[src/rtl/lcd_mode_scheduler.sv]
// rtl/lcd_mode_scheduler.sv - shares a 16x2 character LCD between mode blocks
// Sweeps screen index 0..31, writing line-address commands and the active mode's characters.
module lcd_mode_scheduler #(
  parameter int NUM_MODES = 4,
  parameter int SETTLE    = 2
) (
  input  logic                   clk,
  input  logic                   rst,
  input  logic                   mode_btn,
  input  logic                   en_time,
  input  logic [8*NUM_MODES-1:0] char_in,
  output logic [4:0]             index,
  output logic [1:0]             mode,
  output logic [NUM_MODES-1:0]   mode_en,
  output logic [7:0]             lcd_data,
  output logic                   lcd_rs,
  output logic                   lcd_wr,
  input  logic                   lcd_ready,
  output logic                   frame_done
);

  typedef enum logic [1:0] {
    ST_ADDR,
    ST_SETTLE,
    ST_CHAR
  } state_t;

  localparam logic [3:0] SETTLE_LOAD = 4'(SETTLE - 1);
  localparam logic [1:0] LAST_MODE   = 2'(NUM_MODES - 1);

  state_t               state, state_d;
  logic [3:0]           settle_cnt, settle_cnt_d;
  logic                 pend_next, pend_next_d;
  logic                 pend_watch, pend_watch_d;
  logic [4:0]           index_d;
  logic [1:0]           mode_d;
  logic [NUM_MODES-1:0] mode_en_d;
  logic [7:0]           lcd_data_d;
  logic                 lcd_rs_d;
  logic                 lcd_wr_d;
  logic                 frame_done_d;
  logic [7:0]           char_sel;
  logic                 xfer;

  assign xfer = lcd_wr & lcd_ready;

  always_comb begin
    char_sel = 8'h00;
    for (int m = 0; m < NUM_MODES; m++) begin
      if (mode == 2'(m)) char_sel = char_in[8*m +: 8];
    end
  end

  always_comb begin
    state_d      = state;
    settle_cnt_d = settle_cnt;
    index_d      = index;
    mode_d       = mode;
    mode_en_d    = mode_en;
    lcd_data_d   = lcd_data;
    lcd_rs_d     = lcd_rs;
    lcd_wr_d     = lcd_wr;
    frame_done_d = 1'b0;
    // Requests stay sticky so a frame is always drawn from a single mode
    pend_next_d  = pend_next | mode_btn;
    pend_watch_d = pend_watch | (en_time && mode == 2'd1);

    case (state)
      ST_ADDR: begin
        lcd_wr_d   = 1'b1;
        lcd_rs_d   = 1'b0;
        lcd_data_d = index[4] ? 8'hC0 : 8'h80;
        if (xfer) begin
          lcd_wr_d     = 1'b0;
          settle_cnt_d = SETTLE_LOAD;
          state_d      = ST_SETTLE;
        end
      end
      ST_SETTLE: begin
        lcd_wr_d = 1'b0;
        if (settle_cnt == 4'd0) begin
          lcd_data_d = char_sel;
          lcd_rs_d   = 1'b1;
          lcd_wr_d   = 1'b1;
          state_d    = ST_CHAR;
        end else begin
          settle_cnt_d = settle_cnt - 4'd1;
        end
      end
      ST_CHAR: begin
        if (xfer) begin
          if (index == 5'd15) begin
            index_d    = 5'd16;
            lcd_rs_d   = 1'b0;
            lcd_data_d = 8'hC0;
            state_d    = ST_ADDR;
          end else if (index == 5'd31) begin
            index_d      = 5'd0;
            lcd_rs_d     = 1'b0;
            lcd_data_d   = 8'h80;
            frame_done_d = 1'b1;
            state_d      = ST_ADDR;
            if (pend_watch_d) begin
              mode_d = 2'd0;
            end else if (pend_next_d) begin
              mode_d = (mode == LAST_MODE) ? 2'd0 : mode + 2'd1;
            end
            pend_next_d  = 1'b0;
            pend_watch_d = 1'b0;
          end else begin
            index_d      = index + 5'd1;
            lcd_wr_d     = 1'b0;
            settle_cnt_d = SETTLE_LOAD;
            state_d      = ST_SETTLE;
          end
        end
      end
      default: begin
        lcd_wr_d = 1'b0;
        state_d  = ST_ADDR;
      end
    endcase

    for (int m = 0; m < NUM_MODES; m++) begin
      mode_en_d[m] = (mode_d == 2'(m));
    end
  end

  always_ff @(posedge clk) begin
    if (rst) begin
      state      <= ST_ADDR;
      settle_cnt <= 4'd0;
      index      <= 5'd0;
      mode       <= 2'd0;
      mode_en    <= NUM_MODES'(1);
      lcd_data   <= 8'h00;
      lcd_rs     <= 1'b0;
      lcd_wr     <= 1'b0;
      frame_done <= 1'b0;
      pend_next  <= 1'b0;
      pend_watch <= 1'b0;
    end else begin
      state      <= state_d;
      settle_cnt <= settle_cnt_d;
      index      <= index_d;
      mode       <= mode_d;
      mode_en    <= mode_en_d;
      lcd_data   <= lcd_data_d;
      lcd_rs     <= lcd_rs_d;
      lcd_wr     <= lcd_wr_d;
      frame_done <= frame_done_d;
      pend_next  <= pend_next_d;
      pend_watch <= pend_watch_d;
    end
  end

endmodule

[config.mk]
export PLATFORM = sky130hd
export DESIGN_NAME = lcd_mode_scheduler
export DESIGN_NICKNAME = d
export VERILOG_FILES = /design/src/rtl/lcd_mode_scheduler.sv
export SDC_FILE = /design/constraint.sdc
export NUM_CORES = 1
export LEC_CHECK = 0
export BUFFER_PORTS_ARGS = -buffer_cell sky130_fd_sc_hd__buf_4
export CORE_MARGIN = 3
export CORE_UTILIZATION = 50
export DETAILED_ROUTE_END_ITERATION = 7
export GPL_TIMING_DRIVEN = 0
export PLACE_DENSITY = 0.8
export SLEW_MARGIN = 15
export SYNTH_ARGS = -nofsm -noshare
export SYNTH_HDL_FRONTEND = slang
export SYNTH_SLANG_ARGS = --single-unit
[constraint.sdc]
create_clock -name clk -period 2.8 [get_ports clk]
set_input_delay 0 -clock clk [delete_from_list [all_inputs] [get_ports clk]]
set_output_delay 0 -clock clk [all_outputs]
set_load 0.01 [all_outputs]
# Word level (Yosys, flattened, before mapping)
# Index checks and enable logic that the tools add are counted.
[classes] muxes=51 n_reduce_logical=12 eq_ne=17 n_addsub=3 bitwise=5
[op_table] op="8-bit 2-to-1 mux" count=8
[op_table] op="8-bit one-hot mux with 3 select lines" count=1
[op_table] op="1-bit 2-to-1 mux" count=20
[op_table] op="2-bit 2-to-1 mux" count=10
[op_table] op="4-bit 2-to-1 mux" count=5
[op_table] op="2-bit inequality test (second input constant)" count=6
[op_table] op="4-bit one-hot mux with 3 select lines" count=1
[op_table] op="2-bit == test (second input constant)" count=5
[op_table] op="5-bit 2-to-1 mux" count=2
[op_table] op="7-bit 2-to-1 mux" count=1
[op_table] op="2-bit by 1-bit == test with 1-bit output (second input constant)" count=3
[op_table] op="2-bit zero test" count=3
[op_table] op="1-bit one-hot mux with 3 select lines" count=2
[op_table] op="2-bit one-hot mux with 3 select lines" count=1
[op_table] op="3-bit AND reduction" count=2
[op_table] op="6-bit AND reduction" count=1
[op_table] op="5-bit by 1-bit adder with 5-bit output (second input constant)" count=1
[op_table] op="5-bit by 4-bit == test with 1-bit output (second input constant)" count=1
[op_table] op="5-bit == test (second input constant)" count=1
[op_table] op="4-bit zero test" count=1
[op_table] op="4-bit AND reduction" count=1
[op_table] op="4-bit OR reduction" count=1
[op_table] op="4-bit by 1-bit subtractor with 4-bit output (second input constant)" count=1
[op_table] op="3-bit inequality test (second input constant)" count=1
[op_table] op="7 further kinds" count=9
[totals] inputBits=37 word_cells=99 out_inout_bits=22 register_bits=30

# Depth between registers and ports, before layout
# Gate-level depths: netlist of run 1.
[logic_depth] ltp_word=9 mapped_depth=8

# Worst setup path before layout of run 1
# Ideal clock, no wire load.
[synth_path] path_type="register to register" from="reg index[0]" to="reg lcd_data[0]" synth_period_minus_slack_ps=2114 path_stages_with_launch=9 slack_ps=686 t_arrival_ps=1998 n_path_buf=1 path_cell_list="dfxtp_1 ha_1 and3_1 ha_1 clkbuf_1 o211ai_1 a221oi_4 nor2_2 a22o_1"
[synth_between] elab_chain_cells=4 word_cells_on_any_way=7 cone_classes="eq/ne (3); mux (3); reduce/logical (1)"
[synth_rtl] item="start, declared" line_no="12" source="output logic [4:0] index,"
[synth_rtl] item="start signal, assigned" line_no="145" source="index <= index_d;"
[synth_rtl] item="5-bit by 4-bit == test with 1-bit output" line_no="92" source="if (index == 5'd15) begin"
[synth_rtl] item="8-bit 2-to-1 mux" line_no="92"
[synth_rtl] item="8-bit 2-to-1 mux" line_no="91" source="if (xfer) begin"
[synth_rtl] item="8-bit one-hot mux with 3 select lines" line_no="68" source="case (state)"
[synth_rtl] item="end signal, assigned" line_no="148" source="lcd_data <= lcd_data_d;"
[synth_rtl] item="end, declared" line_no="15" source="output logic [7:0] lcd_data,"
# Parallel ways exist; a longest one is shown, timed or not. The select of a mux whose other input is x is not followed.
# A chain may end at the register's enable or synchronous reset.

# Worst setup path in the final report of run 1
[layout_path] from="reg index[0]" to="reg lcd_data[3]"
# The elaborated chain is that of the path after synthesis.

==> impl_results.md, run 1 <==
- Largest net degree at the start of global routing: 12
- ANT nets after route: 0
- Status: complete, no violations
- Number of synthesized flops with an enable pin: 0
- TritonCTS Buffers: 5
- Arr. time, crit path: 2600 ps
- Peak supply drop: around 0.0004 V
- Worst path required time: between 3000 and 4000 ps
- Ports: roughly 60
- Crit Path Max Fanout: 8
- Number of synthesized register bits: 30
- Crit-path cells: ha_1 > and3_1 > ha_1 > clkbuf_1 > o211ai_1 > a221oi_4 > nor2_2 > a22o_1
- Setup TNS: 0 ps
- Root buffer cell: clkbuf_4
- Slowest Stage Delay on Critical Path: around 440 ps
- # rows: 20
- RR Startpoint: index[0]
- RSZ-0062 raised after global routing: false
- Starting Density: 0.540
- Gate Count Post-Synth: between 150 and 200
- Overflow after GRT: 0
- CTS tree: built
- DRT Pass-1 Iters: 4
- Worst hold slack: roughly 22 ps
- Fin crit period: about 2400 ps
- Final setup violation count: 0
- Final net count: ~310
- Die H: 64.3 um
- Final worst slack: about 420 ps
- Number of global-route vias before repair: between 1500 and 2000
- Share of cells above drive strength 1: 0.281
- Post-Syn Area: 1700 sq um
- Final Wtd Congestion: a little over 0.8
- Die Width: 64.3 um
- Ys Warns: 0
- Synth cell types: between 40 and 50
- WL final: approximately 4200 um
- Fill cell total of the finished layout: between 200 and 300
- Startpoint types: register
- Final Hold Fails: 0
- Worst hold start: en_time
- Syn avg cell area: between 8 and 9 sq um
- Post-route DRC: 0
- Total power: 1.41 mW
- DR iter-0 viols: 97
- Vias: approximately 1700
- Cell depth of the worst flop-to-flop path: 8
- Max-Cap Viols: 0
- Synth area leader: dfxtp_1
- Clk buf depth: 2
- Total global-route track usage: 0.213
- WHS Path Cells: 3
- Post-CTS resize count: 0
- Pwr dens: 619 nW/um^2
- HPWL after DPL: around 3200 um
- Clk slew on worst S/H paths: approximately 110 ps
- Final Max Slew Viols: 0
- DP Worst Slack: roughly 430 ps
- Max Fclk: ~420 MHz
- Area growth syn-to-layout: 33.8%
- H-tree depth: 2
- Post-route cell area: approximately 2300 sq um
- WHS Endpoint: pend_watch
- Worst setup EP type: register
- I/O Buffers: 57
- Number of antenna violations at the first check in global routing: 0
- Die footprint: 4140 sq um
- Seq/Total Area, Yosys: 0.353
- First-pass GRT wire length: approximately 7000 um
- Share of the synthesized area in the top cell type: 0.353
- Synth area leaders: dfxtp_1 (35%), ha_1 (11%), a21oi_1 (5.3%)
- Crit-path most repeated cell: ha_1
- Worst Setup Path Type: register to register
- Synth Net Count: between 200 and 250
- Core Region: roughly 3200 sq um
- CTS sink cnt: 30
- DP Area: 2180 sq um
- Clock skew: a little under 10 ps
- Commonest cells post-synth: dfxtp_1 (30), a21oi_1 (18), nor2_1 (16)
- Most frequent cell after synthesis: dfxtp_1
- Clk Latency, worst-skew pair: 330 ps
- Top FF cell, synth: dfxtp_1
- CP bufs+invs: 1
- CP top delay family: compound AO/OA/AOI/OAI gates
- Leak: about 1 nW
- DR vias/cell: 5.47
- DR WL/cell: about 14 um
- Post-synth ARST share: 0
- Part of the cycle the worst path needs: 0.848
- Tightest Hold Check Type: primary input to register
- FF-to-FF setup slack: about 420 ps
- Slew HR: 0.672
- CP startpoint: index[0]
- FF-to-FF End: lcd_data[3]
- Tightest Pin Transition: just under 500 ps
- CP max-delay cell: a221oi_4
- Antenna Cells: 0
how the worst max path moves through the flow:
stage	end	slack (ps)	depth (start not counted)
after floorplan	lcd_data[0]	690	8
after global placement	lcd_data[2]	480	8
after detailed placement	lcd_data[3]	430	8
after CTS	lcd_data[3]	410	8
after global routing	lcd_data[3]	220	8
final	lcd_data[3]	420	8
routing by layer:
layer | GRT usage | up-vias | routed length, um
met2 | 0.340 | 49 | 2000
met5 | 0 | - | 0
met1 | 0.272 | 774 | 1920
met4 | 0.0607 | 0 | 27
met3 | 0.0703 | 4 | 258
li1 | - | 836 | -
power by group:
group | total (mW) | switching (mW) | internal [mW]
combinational | 0.524 | 0.261 | 0.264
clock | 0.355 | 0.167 | 0.187
sequential | 0.530 | 0.0520 | 0.478
stage by stage:
stage,util,cells
2_1_floorplan,-,194
6_report,0.722,304
5_1_grt,0.722,304
4_1_cts,0.722,304
3_3_place_gp,0.693,295
3_5_place_dp,0.693,295
cell usage in the layout, fill, tap and decap left out, drive strengths merged, types with 3 or more instances in the layout:
master  count
o32ai       3
dfxtp      30
clkbuf     13
a22oi       5
buf        59
nor2       17
nand2       9
a22o        5
nor2b       6
nor3        8
o21ai       3
o22ai       5
mux2i       6
nand3       6
nand2b      6
ha         15
nand3b      4
inv        10
a21oi      18
kinds of logic after synthesis:
kind of cell | after synthesis | share of synthesized area
buf+inv | 20 | 0.0456
flops | 30 | 0.353
compound gates | 54 | 0.226
fa+ha+maj | 15 | 0.110
mux | 6 | 0.0353
simple gates | 69 | 0.230
flip-flops by register name, summed over array words and instances, names as in the netlist, 2 cells and up:
register    cells
index           5
lcd_data        8
mode_en         4
mode            2
settle_cnt      4
state           2
tightest hold or removal path, stage by stage:
cell,delay [ps]
buf_4,80
a21oi_1,100
nor3_1,130
area by class of cell:
cell class              instances  area, sq um  share of cell area
multi-input cells             144         1020               0.449
well taps                      44         55.1              0.0242
inverters                      10         37.5              0.0165
clock inverters                 3         45.0              0.0198
clock buffers                   5         37.5              0.0165
repair buffers                 58          438               0.192
plain buffers                  10         40.0              0.0176
flip-flops and latches         30          601               0.264
timing repair:
item	in CTS	in global routing
endpoints found under the hold margin	1	0
hold buffers	1	0
setup buffers	0	0
(Power assumes the default switching activity.)
==> run 2: changes to the inputs <==
==> constraint.sdc (replaced) <==
create_clock -name clk -period 2.2 [get_ports clk]
set_input_delay 0 -clock clk [delete_from_list [all_inputs] [get_ports clk]]
set_output_delay 0 -clock clk [all_outputs]
set_load 0.01 [all_outputs]
==> impl_results.md, run 2 (synthesis results as in run 1) <==
- Peak supply drop: 0.000610 V (+55%)
- CTS tree: built
- I/O Buffers: 57 (unchanged)
- Startpoint types: register
- Root buffer cell: clkbuf_4
- Arr. time, crit path: 2350 ps (-250 ps)
- Core Region: 3150 sq um (unchanged)
- Worst setup EP type: register
- Area growth syn-to-layout: 37.9%
- Biggest register: lcd_data
- TritonCTS Buffers: 5 (unchanged)
- Pwr dens: 773 nW/um^2 (+25%)
- Max-Cap Viols: 0 (unchanged)
- Part of the cycle the worst path needs: 0.963 (+0.115)
- Final Wtd Congestion: 0.826 (unchanged)
- DR vias/cell: 5.50 (+0.60%)
- CP bufs+invs: 0 (-1)
- CP max-delay cell: dfxtp_2
- FF-to-FF End: lcd_data[5]
- Die Width: 64.3 um (unchanged)
- Post-route DRC: 0 (unchanged)
- ANT nets after route: 0 (unchanged)
- Largest regs: lcd_data: 8 flops, index: 5 flops
- Number of global-route vias before repair: 1577 (+0.19%)
- Worst Setup Path Type: register to register
- Tightest Pin Transition: 504 ps (+11.8 ps)
- Die H: 64.3 um (unchanged)
- Commonest non-fill, non-tap cell in the layout: buf_4
- Commonest cells after routing, fill and taps aside: buf_4 (58), dfxtp_1 (28), a21oi_1 (18)
- Final setup violation count: 0 (unchanged)
- Area occupied by multi-input gates: 1090 sq um (+6.2%)
- Clk slew on worst S/H paths: 110 ps (about the same)
- # rows: 20 (unchanged)
- Final Max Slew Viols: 0 (unchanged)
- Worst hold slack: 30.8 ps (+8.47 ps)
- CP top delay family: compound AO/OA/AOI/OAI gates
- DR iter-0 viols: 87 (-10%)
- DRT Pass-1 Iters: 5 (+1)
- Post-route cell area: 2350 sq um (+3.1%)
- Fin crit period: 2120 ps (-257 ps)
- Max Fclk: 472 MHz (+12%)
- Final cell count without fillers: 304 (unchanged)
- Core Util, Final: 0.744 (+0.0222)
- WL final: 4330 um (+2.6%)
- Clock skew: 6.73 ps (-3.19 ps)
- Ports: 59 (unchanged)
- Clk buf depth: 2 (unchanged)
- Final Hold Fails: 0 (unchanged)
- Final net count: 311 (unchanged)
- Sequential cell area: 603 sq um (+0.42%)
- RR Startpoint: index[0]
- DR WL/cell: 14.2 um (+2.6%)
- CTS sink cnt: 30 (unchanged)
- Die footprint: 4140 sq um (unchanged)
- FF-to-FF setup slack: 80 ps (-340 ps)
- Largest net degree at the start of global routing: 12 (unchanged)
- Cell depth of the worst flop-to-flop path: 7 (-1)
- DP Area: 2180 sq um (unchanged)
- Crit-path cells: ha_1 > and3_2 > ha_4 > o211ai_1 > a21oi_1 > and4b_2 > a22o_1
- Antenna Cells: 0 (unchanged)
- Total global-route track usage: 0.212 (-0.000734)
- Status: complete, no violations
- Worst path required time: 2430 ps (-600 ps)
- Setup TNS: 0 ps (unchanged)
- Final worst slack: 81.3 ps (-343 ps)
- WHS Path Cells: 3 (unchanged)
- Overflow after GRT: 0 (unchanged)
- Tightest Hold Check Type: primary input to register
- WHS Endpoint: pend_watch
- Inst Count DP: 295 (unchanged)
- Leak: 0.981 nW (+0.71%)
- Share of cells above drive strength 1: 0.323 (+0.0423)
- Max FFs per register: 8 (unchanged)
- Number of antenna violations at the first check in global routing: 0 (unchanged)
- Slowest Stage Delay on Critical Path: 360 ps (-80 ps)
- HPWL after DPL: 3210 um (unchanged)
- Worst hold start: en_time
- H-tree depth: 2 (unchanged)
- DP Worst Slack: -169 ps (-600 ps)
- Clk Latency, worst-skew pair: 330 ps (about the same)
- Total power: 1.81 mW (+29%)
- First-pass GRT wire length: 6990 um (-0.30%)
- Vias: 1673 (+0.60%)
- Slew HR: 0.664 (-0.00785)
- Fill cell total of the finished layout: 263 (-4.0%)
- Crit Path Max Fanout: 8 (unchanged)
- Starting Density: 0.540 (unchanged)
## run 2: how the worst max path moves through the flow
| stage | start | to | depth (start not counted) |
|---|---|---|---|
| 6_report | index[0] | lcd_data[5] | 7 |
| 4_1_cts | index[0] | lcd_rs | 8 |
| 2_1_floorplan | index[0] | lcd_data[0] | 8 |
| 5_1_grt | index[0] | mode_en[1] | 7 |
| 3_3_place_gp | index[0] | lcd_data[2] | 8 |
| 3_5_place_dp | index[0] | lcd_data[3] | 8 |
## run 2: area by class of cell
| type | count | area share |
|---|---|---|
| Inverter | 10 | 0.0160 |
| Clock inverter | 3 | 0.0192 |
| Clock buffer | 5 | 0.0160 |
| Sequential cell | 30 | 0.257 |
| Buffer | 9 | 0.0155 |
| Timing Repair Buffer | 59 | 0.190 |
| Tap cell | 44 | 0.0235 |
| Multi-Input combinational cell | 144 | 0.463 |
## run 2: power by group
group	total [mW]	switching (mW)	internal (mW)
Combinational	0.684	0.338	0.346
Sequential	0.674	0.0658	0.608
Clock	0.456	0.218	0.238
## run 2: what timing repair did
action / in CTS / in global routing
hold endpoints to repair: 1 / 0
gates resized for setup: 3 / 10
pin swaps: 1 / 3
hold buffers: 1 / 0
endpoints found under the setup margin: 14 / 12
buffers inserted: 1 / 0
## run 2: layer usage
metal / vias to the layer above / GRT usage / wire (um)
met5: - / 0 / 0
met4: 0 / 0.0607 / 56
met3: 7 / 0.0703 / 273
met2: 47 / 0.341 / 2070
met1: 784 / 0.269 / 1930
li1: 835 / - / -
## run 2: worst min-delay path: cells and delay by family
family	cells	cell delay, ps
AOI/OAI and AO/OA	1	110
buffers and inverters	1	80
and+or+nand+nor	1	130
==> run 3: changes to the inputs <==
==> constraint.sdc (replaced) <==
create_clock -name clk -period 2.4 [get_ports clk]
set_input_delay 0 -clock clk [delete_from_list [all_inputs] [get_ports clk]]
set_output_delay 0 -clock clk [all_outputs]
set_load 0.01 [all_outputs]
==> impl_results.md, run 3 (synthesis results as in run 1) <==
- Max-Cap Viols: 0 (unchanged)
- Commonest non-fill, non-tap cell in the layout: buf_4
- RSZ-0062 raised after global routing: false
- Leak: 0.982 nW (+0.10%)
- Final setup violation count: 0 (unchanged)
- Tightest Pin Transition: 509 ps (+4.70 ps)
- Commonest cells after routing, fill and taps aside: buf_4 (59), dfxtp_1 (30), a21oi_1 (18)
- Starting Density: 0.540 (unchanged)
- Core Util, Final: 0.726 (-0.0186)
- Post-route DRC: 0 (unchanged)
- Ports: 59 (unchanged)
- Part of the cycle the worst path needs: 0.935 (-0.0282)
- Biggest register: lcd_data
- CTS tree: built
- DR vias/cell: 5.50 (about the same)
- Final Wtd Congestion: 0.826 (unchanged)
- Clk buf depth: 2 (unchanged)
- Inst Count DP: 295 (unchanged)
- # rows: 20 (unchanged)
- Fin crit period: 2240 ps (+125 ps)
- HPWL after DPL: 3210 um (unchanged)
- Pwr dens: 728 nW/um^2 (-5.8%)
- DR WL/cell: 14.0 um (-1.7%)
- Die H: 64.3 um (unchanged)
- Max FFs per register: 8 (unchanged)
- Clock share of power: 0.249 (-0.002)
- Clk Latency, worst-skew pair: 330 ps (about the same)
- Fill cell total of the finished layout: 273 (+3.8%)
- DRT Pass-1 Iters: 4 (-1)
- Status: complete, no violations
- Largest regs: lcd_data: 8 flops, index: 5 flops
- Max Fclk: 446 MHz (-5.6%)
- Largest net degree at the start of global routing: 12 (unchanged)
- Final Hold Fails: 0 (unchanged)
- Worst path required time: 2650 ps (+220 ps)
- Clock skew: 6.92 ps (+0.190 ps)
- DR iter-0 viols: 109 (+25%)
- Peak supply drop: 0.000448 V (-27%)
- Tightest Hold Check Type: primary input to register
- Number of antenna violations at the first check in global routing: 0 (unchanged)
- Arr. time, crit path: 2490 ps (+140 ps)
- Total power: 1.67 mW (-8.1%)
- Startpoint types: register
- Pint: 1.10 mW (-7.7%)
- Final cell count without fillers: 305 (+0.33%)
- Switching Share: 0.340 (-0.00283)
- CTS sink cnt: 30 (unchanged)
- Core Region: 3150 sq um (unchanged)
- Comb power frac: 0.380 (+0.003)
- Worst setup EP type: register
- First-pass GRT wire length: 7010 um (+0.30%)
- Die footprint: 4140 sq um (unchanged)
- WL final: 4260 um (-1.4%)
- Final Max Slew Viols: 0 (unchanged)
- I/O Buffers: 57 (unchanged)
- Worst Setup Path Type: register to register
- Clk slew on worst S/H paths: 110 ps (about the same)
- Total global-route track usage: 0.213 (+0.000734)
- Overflow after GRT: 0 (unchanged)
- Slew HR: 0.661 (-0.00314)
- Area growth syn-to-layout: 34.5%
- Share of cells above drive strength 1: 0.287 (-0.0357)
- H-tree depth: 2 (unchanged)
- Antenna Cells: 0 (unchanged)
- Vias: 1679 (+0.36%)
- ANT nets after route: 0 (unchanged)
- Number of global-route vias before repair: 1574 (-0.19%)
- Crit Path Max Fanout: 8 (unchanged)
- Die Width: 64.3 um (unchanged)
- TritonCTS Buffers: 5 (unchanged)
- Setup TNS: 0 ps (unchanged)
- Worst hold slack: 22.0 ps (-8.74 ps)
- Sw power: 0.566 mW (-8.9%)
- Reg power frac: 0.371 (about the same)
- Root buffer cell: clkbuf_4
- Final net count: 312 (+0.32%)
run 3: changes by cell type in the layout (fill, tap and decap cells not counted), moves of 2 or more:
cell     previous run  this run
dfxtp_1            28        30
o32ai_1             1         3
ha_4                2         0
dfxtp_2             2         0
ha_1               13        15
run 3: path summary, 6_finish.rpt:
kind / start / endpoint / slack (ps) / cells past startpoint
hold reg to reg: lcd_data[1] / lcd_data[1] / 490 / 2
hold / removal: en_time / pend_watch / 20 / 3
setup / recovery: index[0] / lcd_data[7] / 160 / 8
setup reg to reg: index[0] / lcd_data[7] / 160 / 8
run 3: repair_timing:
item / CTS / global route
hold endpoints to repair: 1 / 0
endpoints found under the setup margin: 0 / 12
setup buffers: 0 / 2
resized for setup: 0 / 0
hold buffers: 1 / 0
run 3: metrics by stage:
| step | area [sq um] | worst slack [ps] |
|---|---|---|
| floorplan | 1700 | 286 |
| global placement | 2180 | 78.0 |
| detailed placement | 2180 | 31.3 |
| CTS | 2280 | 5.72 |
| global route | 2290 | 10.8 |
| finish | 2290 | 156 |
run 3: per-layer routing:
layer,track usage,part of all wire,wire length [um]
met5,0,0,0
met1,0.272,0.44,1890
met2,0.340,0.48,2030
met4,0.0607,0.0091,39
met3,0.0703,0.071,303
run 3: layout make-up:
type | instances | area (sq um) | area share
repair buffers | 60 | 453 | 0.198
clock inverters | 3 | 45.0 | 0.0197
clock buffers | 5 | 37.5 | 0.0164
inverters | 10 | 37.5 | 0.0164
multi-input cells | 144 | 1020 | 0.447
well taps | 44 | 55.1 | 0.0241
plain buffers | 9 | 36.3 | 0.0159
flip-flops and latches | 30 | 601 | 0.262
run 3: power groups by stage:
stage          combinational [mW]  clock [mW]  sequential, mW
6_report                    0.634       0.414           0.618
5_1_grt                     0.693       0.441           0.629
4_1_cts                     0.614       0.420           0.617
3_5_place_dp                0.609           0           0.629
3_3_place_gp                0.598           0           0.626
2_1_floorplan               0.430           0           0.629
run 3: worst max-delay path, stage by stage, from the launching register on:
cell	delay, ps
dfxtp_1	420
ha_1	210
and3_1	200
ha_1	310
o211ai_1	210
a221oi_4	330
buf_4	190
nor2_1	40
a311oi_1	250
